`src/rtl/rv32_lsu_pkg.sv`:
```
// rtl/rv32_lsu_pkg.sv - shared funct3 codes, FSM state type and access sizing for the RV32I LSU
package rv32_lsu_pkg;

    localparam logic [2:0] F3_B  = 3'd0;
    localparam logic [2:0] F3_H  = 3'd1;
    localparam logic [2:0] F3_W  = 3'd2;
    localparam logic [2:0] F3_BU = 3'd4;
    localparam logic [2:0] F3_HU = 3'd5;

    typedef enum logic [2:0] {
        IDLE,
        LO,
        HI,
        FIN,
        ERR
    } lsu_state_e;

    // Access width in bytes; 0 marks a funct3 with no defined width.
    function automatic logic [2:0] size_bytes(input logic [2:0] funct3);
        case (funct3)
            F3_B, F3_BU: size_bytes = 3'd1;
            F3_H, F3_HU: size_bytes = 3'd2;
            F3_W:        size_bytes = 3'd4;
            default:     size_bytes = 3'd0;
        endcase
    endfunction

    // Stores have no unsigned variants, so only B/H/W are legal for them.
    function automatic logic f3_legal(input logic we, input logic [2:0] funct3);
        if (we) begin
            f3_legal = (funct3 == F3_B) || (funct3 == F3_H) || (funct3 == F3_W);
        end else begin
            f3_legal = (size_bytes(funct3) != 3'd0);
        end
    endfunction

endpackage

```
`src/rtl/lsu_align.sv`:
```
// rtl/lsu_align.sv - combinational store lane shift/strobe generation and load extract/extend
module lsu_align
    import rv32_lsu_pkg::*;
(
    input  logic [2:0]  funct3,
    input  logic [1:0]  offset,
    input  logic [31:0] wdata,
    input  logic [31:0] low_word,
    input  logic [23:0] high_word,
    output logic [31:0] wdata_lo,
    output logic [31:0] wdata_hi,
    output logic [3:0]  wstrb_lo,
    output logic [3:0]  wstrb_hi,
    output logic        split,
    output logic [31:0] rdata_ext
);

    logic [2:0]  n;
    logic [3:0]  span;
    logic [31:0] wdata_trim;
    logic [7:0]  mask_base;
    logic [7:0]  mask_wide;
    logic [63:0] wdata_wide;
    logic [31:0] rdata_word;

    always_comb begin
        n          = size_bytes(funct3);
        span       = {2'b00, offset} + {1'b0, n};
        split      = (span > 4'd4);
        wdata_trim = 32'h0;
        mask_base  = 8'h00;
        case (n)
            3'd1: begin wdata_trim = {24'h0, wdata[7:0]};  mask_base = 8'h01; end
            3'd2: begin wdata_trim = {16'h0, wdata[15:0]}; mask_base = 8'h03; end
            3'd4: begin wdata_trim = wdata;                mask_base = 8'h0F; end
            default: ;
        endcase
        wdata_wide = {32'h0, wdata_trim} << {offset, 3'b000};
        mask_wide  = mask_base << offset;
        wdata_lo   = wdata_wide[31:0];
        wdata_hi   = wdata_wide[63:32];
        wstrb_lo   = mask_wide[3:0];
        wstrb_hi   = mask_wide[7:4];

        // At most three bytes of the high word can ever contribute to a result.
        case (offset)
            2'd0:    rdata_word = low_word;
            2'd1:    rdata_word = {high_word[7:0],  low_word[31:8]};
            2'd2:    rdata_word = {high_word[15:0], low_word[31:16]};
            default: rdata_word = {high_word[23:0], low_word[31:24]};
        endcase

        case (funct3)
            F3_B:    rdata_ext = {{24{rdata_word[7]}}, rdata_word[7:0]};
            F3_H:    rdata_ext = {{16{rdata_word[15]}}, rdata_word[15:0]};
            F3_W:    rdata_ext = rdata_word;
            F3_BU:   rdata_ext = {24'h0, rdata_word[7:0]};
            F3_HU:   rdata_ext = {16'h0, rdata_word[15:0]};
            default: rdata_ext = 32'h0;
        endcase
    end

endmodule

```
`src/rtl/lsu_mem_ctrl.sv`:
```
// rtl/lsu_mem_ctrl.sv - RV32I load/store initiator: transaction FSM, registers and memory handshake
module lsu_mem_ctrl
    import rv32_lsu_pkg::*;
#(
    parameter int XLEN   = 32,
    parameter int STRB_W = XLEN / 8
) (
    input  logic              clk,
    input  logic              rst,
    input  logic              req_valid,
    input  logic              req_we,
    input  logic [2:0]        req_funct3,
    input  logic [XLEN-1:0]   req_addr,
    input  logic [XLEN-1:0]   req_wdata,
    output logic              req_ready,
    output logic              resp_valid,
    output logic [XLEN-1:0]   resp_rdata,
    output logic              resp_err,
    output logic              busy,
    output logic              mem_req,
    output logic              mem_we,
    output logic [XLEN-1:0]   mem_addr,
    output logic [XLEN-1:0]   mem_wdata,
    output logic [STRB_W-1:0] mem_wstrb,
    input  logic              mem_gnt,
    input  logic [XLEN-1:0]   mem_rdata
);

    lsu_state_e        state_q, state_d;
    logic              we_q;
    logic [2:0]        f3_q;
    logic [XLEN-1:0]   addr_q;
    logic [XLEN-1:0]   wdata_q;
    logic [XLEN-1:0]   low_q;
    logic [23:0]       high_q;
    logic              rd_pend_q;
    logic              rd_hi_q;
    logic [XLEN-1:0]   resp_q;

    logic [XLEN-1:0]   wdata_lo, wdata_hi, rdata_ext, word_addr, resp_data;
    logic [STRB_W-1:0] wstrb_lo, wstrb_hi;
    logic              split;

    lsu_align u_align (
        .funct3    (f3_q),
        .offset    (addr_q[1:0]),
        .wdata     (wdata_q),
        .low_word  (low_q),
        .high_word (high_q),
        .wdata_lo  (wdata_lo),
        .wdata_hi  (wdata_hi),
        .wstrb_lo  (wstrb_lo),
        .wstrb_hi  (wstrb_hi),
        .split     (split),
        .rdata_ext (rdata_ext)
    );

    assign word_addr = {addr_q[XLEN-1:2], 2'b00};
    assign req_ready = (state_q == IDLE);
    assign busy      = ~req_ready;
    assign resp_data = (state_q == FIN && !we_q) ? rdata_ext : '0;
    assign resp_rdata = resp_valid ? resp_data : resp_q;

    always_comb begin
        state_d    = state_q;
        mem_req    = 1'b0;
        mem_we     = 1'b0;
        mem_addr   = '0;
        mem_wdata  = '0;
        mem_wstrb  = '0;
        resp_valid = 1'b0;
        resp_err   = 1'b0;
        case (state_q)
            IDLE: begin
                if (req_valid) begin
                    state_d = f3_legal(req_we, req_funct3) ? LO : ERR;
                end
            end
            LO: begin
                mem_req   = 1'b1;
                mem_we    = we_q;
                mem_addr  = word_addr;
                mem_wdata = we_q ? wdata_lo : '0;
                mem_wstrb = we_q ? wstrb_lo : '0;
                if (mem_gnt) begin
                    state_d = split ? HI : FIN;
                end
            end
            HI: begin
                mem_req   = 1'b1;
                mem_we    = we_q;
                mem_addr  = word_addr + 32'd4;
                mem_wdata = we_q ? wdata_hi : '0;
                mem_wstrb = we_q ? wstrb_hi : '0;
                if (mem_gnt) begin
                    state_d = FIN;
                end
            end
            FIN: begin
                // A load holds its response until the last read word is captured.
                if (!rd_pend_q) begin
                    resp_valid = 1'b1;
                    state_d    = IDLE;
                end
            end
            ERR: begin
                resp_valid = 1'b1;
                resp_err   = 1'b1;
                state_d    = IDLE;
            end
            default: state_d = IDLE;
        endcase
    end

    always_ff @(posedge clk or posedge rst) begin
        if (rst) begin
            state_q   <= IDLE;
            we_q      <= 1'b0;
            f3_q      <= 3'd0;
            addr_q    <= '0;
            wdata_q   <= '0;
            low_q     <= '0;
            high_q    <= '0;
            rd_pend_q <= 1'b0;
            rd_hi_q   <= 1'b0;
            resp_q    <= '0;
        end else begin
            state_q <= state_d;
            if (state_q == IDLE && req_valid) begin
                we_q    <= req_we;
                f3_q    <= req_funct3;
                addr_q  <= req_addr;
                wdata_q <= req_wdata;
            end
            rd_pend_q <= mem_req && mem_gnt && !mem_we;
            rd_hi_q   <= (state_q == HI);
            if (rd_pend_q) begin
                if (rd_hi_q) begin
                    high_q <= mem_rdata[23:0];
                end else begin
                    low_q <= mem_rdata;
                end
            end
            if (resp_valid) begin
                resp_q <= resp_data;
            end
        end
    end

endmodule

```
`config.mk`:
```
export PLATFORM = sky130hd
export DESIGN_NAME = lsu_mem_ctrl
export DESIGN_NICKNAME = d
export VERILOG_FILES = /design/src/rtl/rv32_lsu_pkg.sv /design/src/rtl/lsu_align.sv /design/src/rtl/lsu_mem_ctrl.sv
export SDC_FILE = /design/constraint.sdc
export NUM_CORES = 1
export LEC_CHECK = 0
export CORE_MARGIN = 3
export CORE_UTILIZATION = 46
export CTS_CLUSTER_DIAMETER = 40
export DETAILED_ROUTE_END_ITERATION = 12
export PLACE_DENSITY = 0.82
export REMOVE_ABC_BUFFERS = 1
export SLEW_MARGIN = 15
export SYNTH_ARGS = -nofsm -noshare
export SYNTH_HDL_FRONTEND = slang
export SYNTH_SLANG_ARGS = --single-unit
export TNS_END_PERCENT = 100
```
`constraint.sdc`:
```
create_clock -name clk -period 5.1 [get_ports clk]
set_clock_uncertainty 0.1 [all_clocks]
set_input_delay 0.51 -clock clk [delete_from_list [all_inputs] [get_ports clk]]
set_output_delay 0.51 -clock clk [all_outputs]
set_load 0.02 [all_outputs]
```
==> key figures, run 1 <==
Run
  – Max-cap violations: 0

Pwr
  – Pwr Density: 644 nW/um^2
  – Logic pwr share: 0.502
  – Total net switching power: 3.22 mW
  – Clk pwr share: 0.164
  – Leakage: about 4.7 nW
  – Switching share of power: 0.428
  – Sequential power share: 0.334
  – Maximum vdd drop: 353 uV
  – Int Power: 4.30 mW

Timing
  – RSZ-0062 raised after global routing: no
  – Slew Viols, Final: 0
  – Maximum clock frequency: 0.216 GHz
  – PnR worst setup slack: between 400 and 500 ps
  – Final setup fails: 0
  – Setup TNS after final layout: 0 ps
  – Worst rel slew slack: 0.283
  – Minimum clock period: roughly 4600 ps
  – Final period util: 0.908
  – Worst-margin pin slew: about 1100 ps
  – Final count of hold timing violations: 0

Floorplanning
  – Total die area: about 21000 sq um
  – Core Area: approximately 19000 sq um
  – Die Span X: around 150 um
  – Site Rows: 50
  – I/O pins: 210
  – Die Y: between 100 and 150 um
  – Starting Density: 0.472

Synth
  – Post-synth ARST share: 1.00
  – Post-Syn Area: just under 9000 sq um
  – Synth warnings: 0
  – Number of flops mapped to enable cells by yosys: 0
  – Avg Cell Area, Syn: 10.4 sq um
  – Cells after Synth: 853
  – Synth cell types: 57
  – Synthesis-stage register bit count: ~160
  – Sequential area share after synthesis: 0.453
  – Most used flip-flop cell after synthesis: dfrtp_1

Place
  – RePlAce Congestion: 0.856
  – Post-DP HPWL: around 17 mm
  – Port Buffers: just over 200
  – Pre-CTS WS: roughly 960 ps

Finish
  – Layout cells sized above 1: 0.140
  – Utilization after layout: 0.620
  – Final nets: roughly 1100
  – Antenna cells: 0
  – Area delta synth->final: 31.4%
  – Fillers: ~1500

Worst setup path
  – Critical path peak fanout: 28
  – Startpoint Class: flop
  – Reg2reg start: addr_q[1]
  – Worst Path Arrival: ~4000 ps
  – Critical path data required time: ~4500 ps
  – Endpoint type of the worst setup path: output pin
  – Setup CP Type: reg -> out
  – Worst setup path startpoint: state_q[1]

Route
  – Via density: 5.75
  – DR pass1 iterations: 5
  – DRC Markers: 0
  – DRT iter0 DRCs: 423
  – Vias: about 7500
  – DRT antenna net count: 0
  – Final wirelength: between 20 and 25 mm
  – Routed wire per std cell: roughly 19 um

Clock tree
  – TritonCTS buffer count: 17
  – CTS clock-pin slew for the worst setup and hold paths: approximately 70 ps
  – Setup Buffers After CTS: 0
  – CTS tree: done
  – Clock Latency Late Sink: about 430 ps
  – Post-CTS sizing: 0
  – Clock Tree Buf Depth: 2
  – Clk Tree Root Cell: clkbuf_16
  – Number of hold buffers added after CTS: 0
  – CTS H-Tree Depth: 4
  – Clk sink count: 161

Outcome
  – Outcome: finished clean

Worst hold path
  – Hold Path Class: reg -> reg
  – Hold_sp: resp_q[21]

Global route
  – Vias in the first global route: roughly 7400
  – Grt total ovfl: 0
  – First-pass GRT wire length: 40.3 mm
  – Largest net degree at the start of global routing: ~90
  – All-layer global routing usage: 0.236
  – Antenna violations before repair: 0
==> metal layers <==
layer / wire length, um / track usage / vias to the layer above
met3: 1510 / 0.0578 / 56
li1: - / - / 3481
met5: 0 / 0 / -
met2: 11900 / 0.382 / 274
met4: 778 / 0.0998 / 0
met1: 10600 / 0.303 / 3645
==> path summary, 6_finish.rpt <==
| path | slack, ps | end | cells after the start |
|---|---|---|---|
| min in group asynchronous | 520 | wdata_q[7] | 2 |
| max in group asynchronous | 3330 | resp_q[18] | 3 |
| worst max-delay path | 470 | mem_wdata[21] | 7 |
| worst min register to register | 380 | resp_q[21] | 2 |
| worst min-delay path | 380 | resp_q[21] | 2 |
| worst max register to register | 2250 | resp_q[17] | 5 |
==> power by group through the flow <==
stage	Combinational (mW)	Clock [mW]	Sequential (mW)
after global routing	4.10	1.33	2.60
after detailed placement	3.76	0	2.51
after floorplan	2.44	0	2.42
after global placement	3.68	0	2.47
after CTS	3.78	1.27	2.49
final	3.78	1.24	2.51
==> synthesized netlist by cell type (15+ instances only) <==
cell	count	share of area
a22o_1	19	0.019
o21ai_0	45	0.025
clkbuf_1	29	0.012
dfrtp_1	161	0.45
buf_2	27	0.015
o211ai_1	15	0.013
nand2_1	87	0.037
nor2_1	37	0.016
a21oi_1	23	0.013
mux2_1	74	0.094
mux2_2	70	0.089
a22oi_1	16	0.014
nand3_1	28	0.016
mux2i_1	37	0.042
a31oi_1	18	0.013
o21ai_1	33	0.019
nand4_1	15	0.011
==> final cells by class <==
cell class / instances / area [sq um] / share of cell area
multi-input combinational: 609 / 4520 / 0.387
inverter: 15 / 61.3 / 0.00525
timing repair buffer: 220 / 2170 / 0.186
clock inverter: 15 / 146 / 0.0125
sequential: 161 / 4030 / 0.345
tap: 260 / 325 / 0.0278
clock buffer: 17 / 425 / 0.0364
==> worst max-delay path: stages (launching register included) <==
cell	delay, ps
dfrtp_1	570
nand3_1	180
inv_2	390
nand3_1	640
nor2_1	820
a22oi_1	190
o21ai_0	140
clkdlybuf4s50_1	660
==> cell families after synthesis <==
| kind of cell | Yosys count | synth area share |
|---|---|---|
| AOI/OAI and AO/OA | 208 | 0.154 |
| xor gates and xnor gates | 2 | 0.00197 |
| adders and majority gates | 4 | 0.00647 |
| buffers and inverters | 84 | 0.0414 |
| DFF | 161 | 0.453 |
| muxes | 181 | 0.224 |
| other | 1 | 0.000422 |
| and+or+nand+nor | 212 | 0.118 |
==> stage by stage <==
stage	total power, mW	instances	hold slack [ps]	area (sq um)
5_1_grt	8.03	1297	417	11700
3_5_place_dp	6.27	1265	369	11100
6_report	7.52	1297	385	11700
2_1_floorplan	4.86	785	357	8580
4_1_cts	7.54	1297	387	11700
3_3_place_gp	6.15	1265	365	11100
==> cell usage in the layout, fill, tap and decap left out, types with 3 or more instances in the layout <==
cell type and n:
o21ai_0 45, mux2i_1 37, o21ai_1 33, ha_1 3, inv_8 6, a22o_1 19, inv_1 10, mux2_2 70
clkdlybuf4s50_1 207, nand4_1 15, nor2_1 35, clkinvlp_4 3, a21oi_1 23, nand3_1 28, o31ai_1 10, a31oi_1 18
o211ai_2 10, a22oi_1 16, dfrtp_1 159, nand2_1 87, o211ai_1 15, o32ai_1 8, nor4_1 4, and3_1 4
mux2_1 74, nor3_1 5, nor2b_1 8, o22ai_1 3, clkbuf_16 17, clkinv_4 3, inv_2 4, buf_4 13
==> state kept, by name, summed over array words and instances, names as in the netlist, 3 cells and up <==
| name | flops |
|---|---|
| addr_q | 32 |
| resp_q | 32 |
| state_q | 3 |
| low_q | 32 |
| high_q | 24 |
| f3_q | 3 |
| wdata_q | 32 |
Power figures use the tool's default switching activity.
==> run 2, diff against run 1 <==
--- a/config.mk
+++ b/config.mk
@@ -9,6 +9,7 @@
 export CORE_UTILIZATION = 46
 export CTS_CLUSTER_DIAMETER = 40
 export DETAILED_ROUTE_END_ITERATION = 12
+export GPL_ROUTABILITY_DRIVEN = 0
 export PLACE_DENSITY = 0.82
 export REMOVE_ABC_BUFFERS = 1
 export SLEW_MARGIN = 15
==> results of run 2 <==
No change in the layout: final DEF, timing and power equal those of run 1.
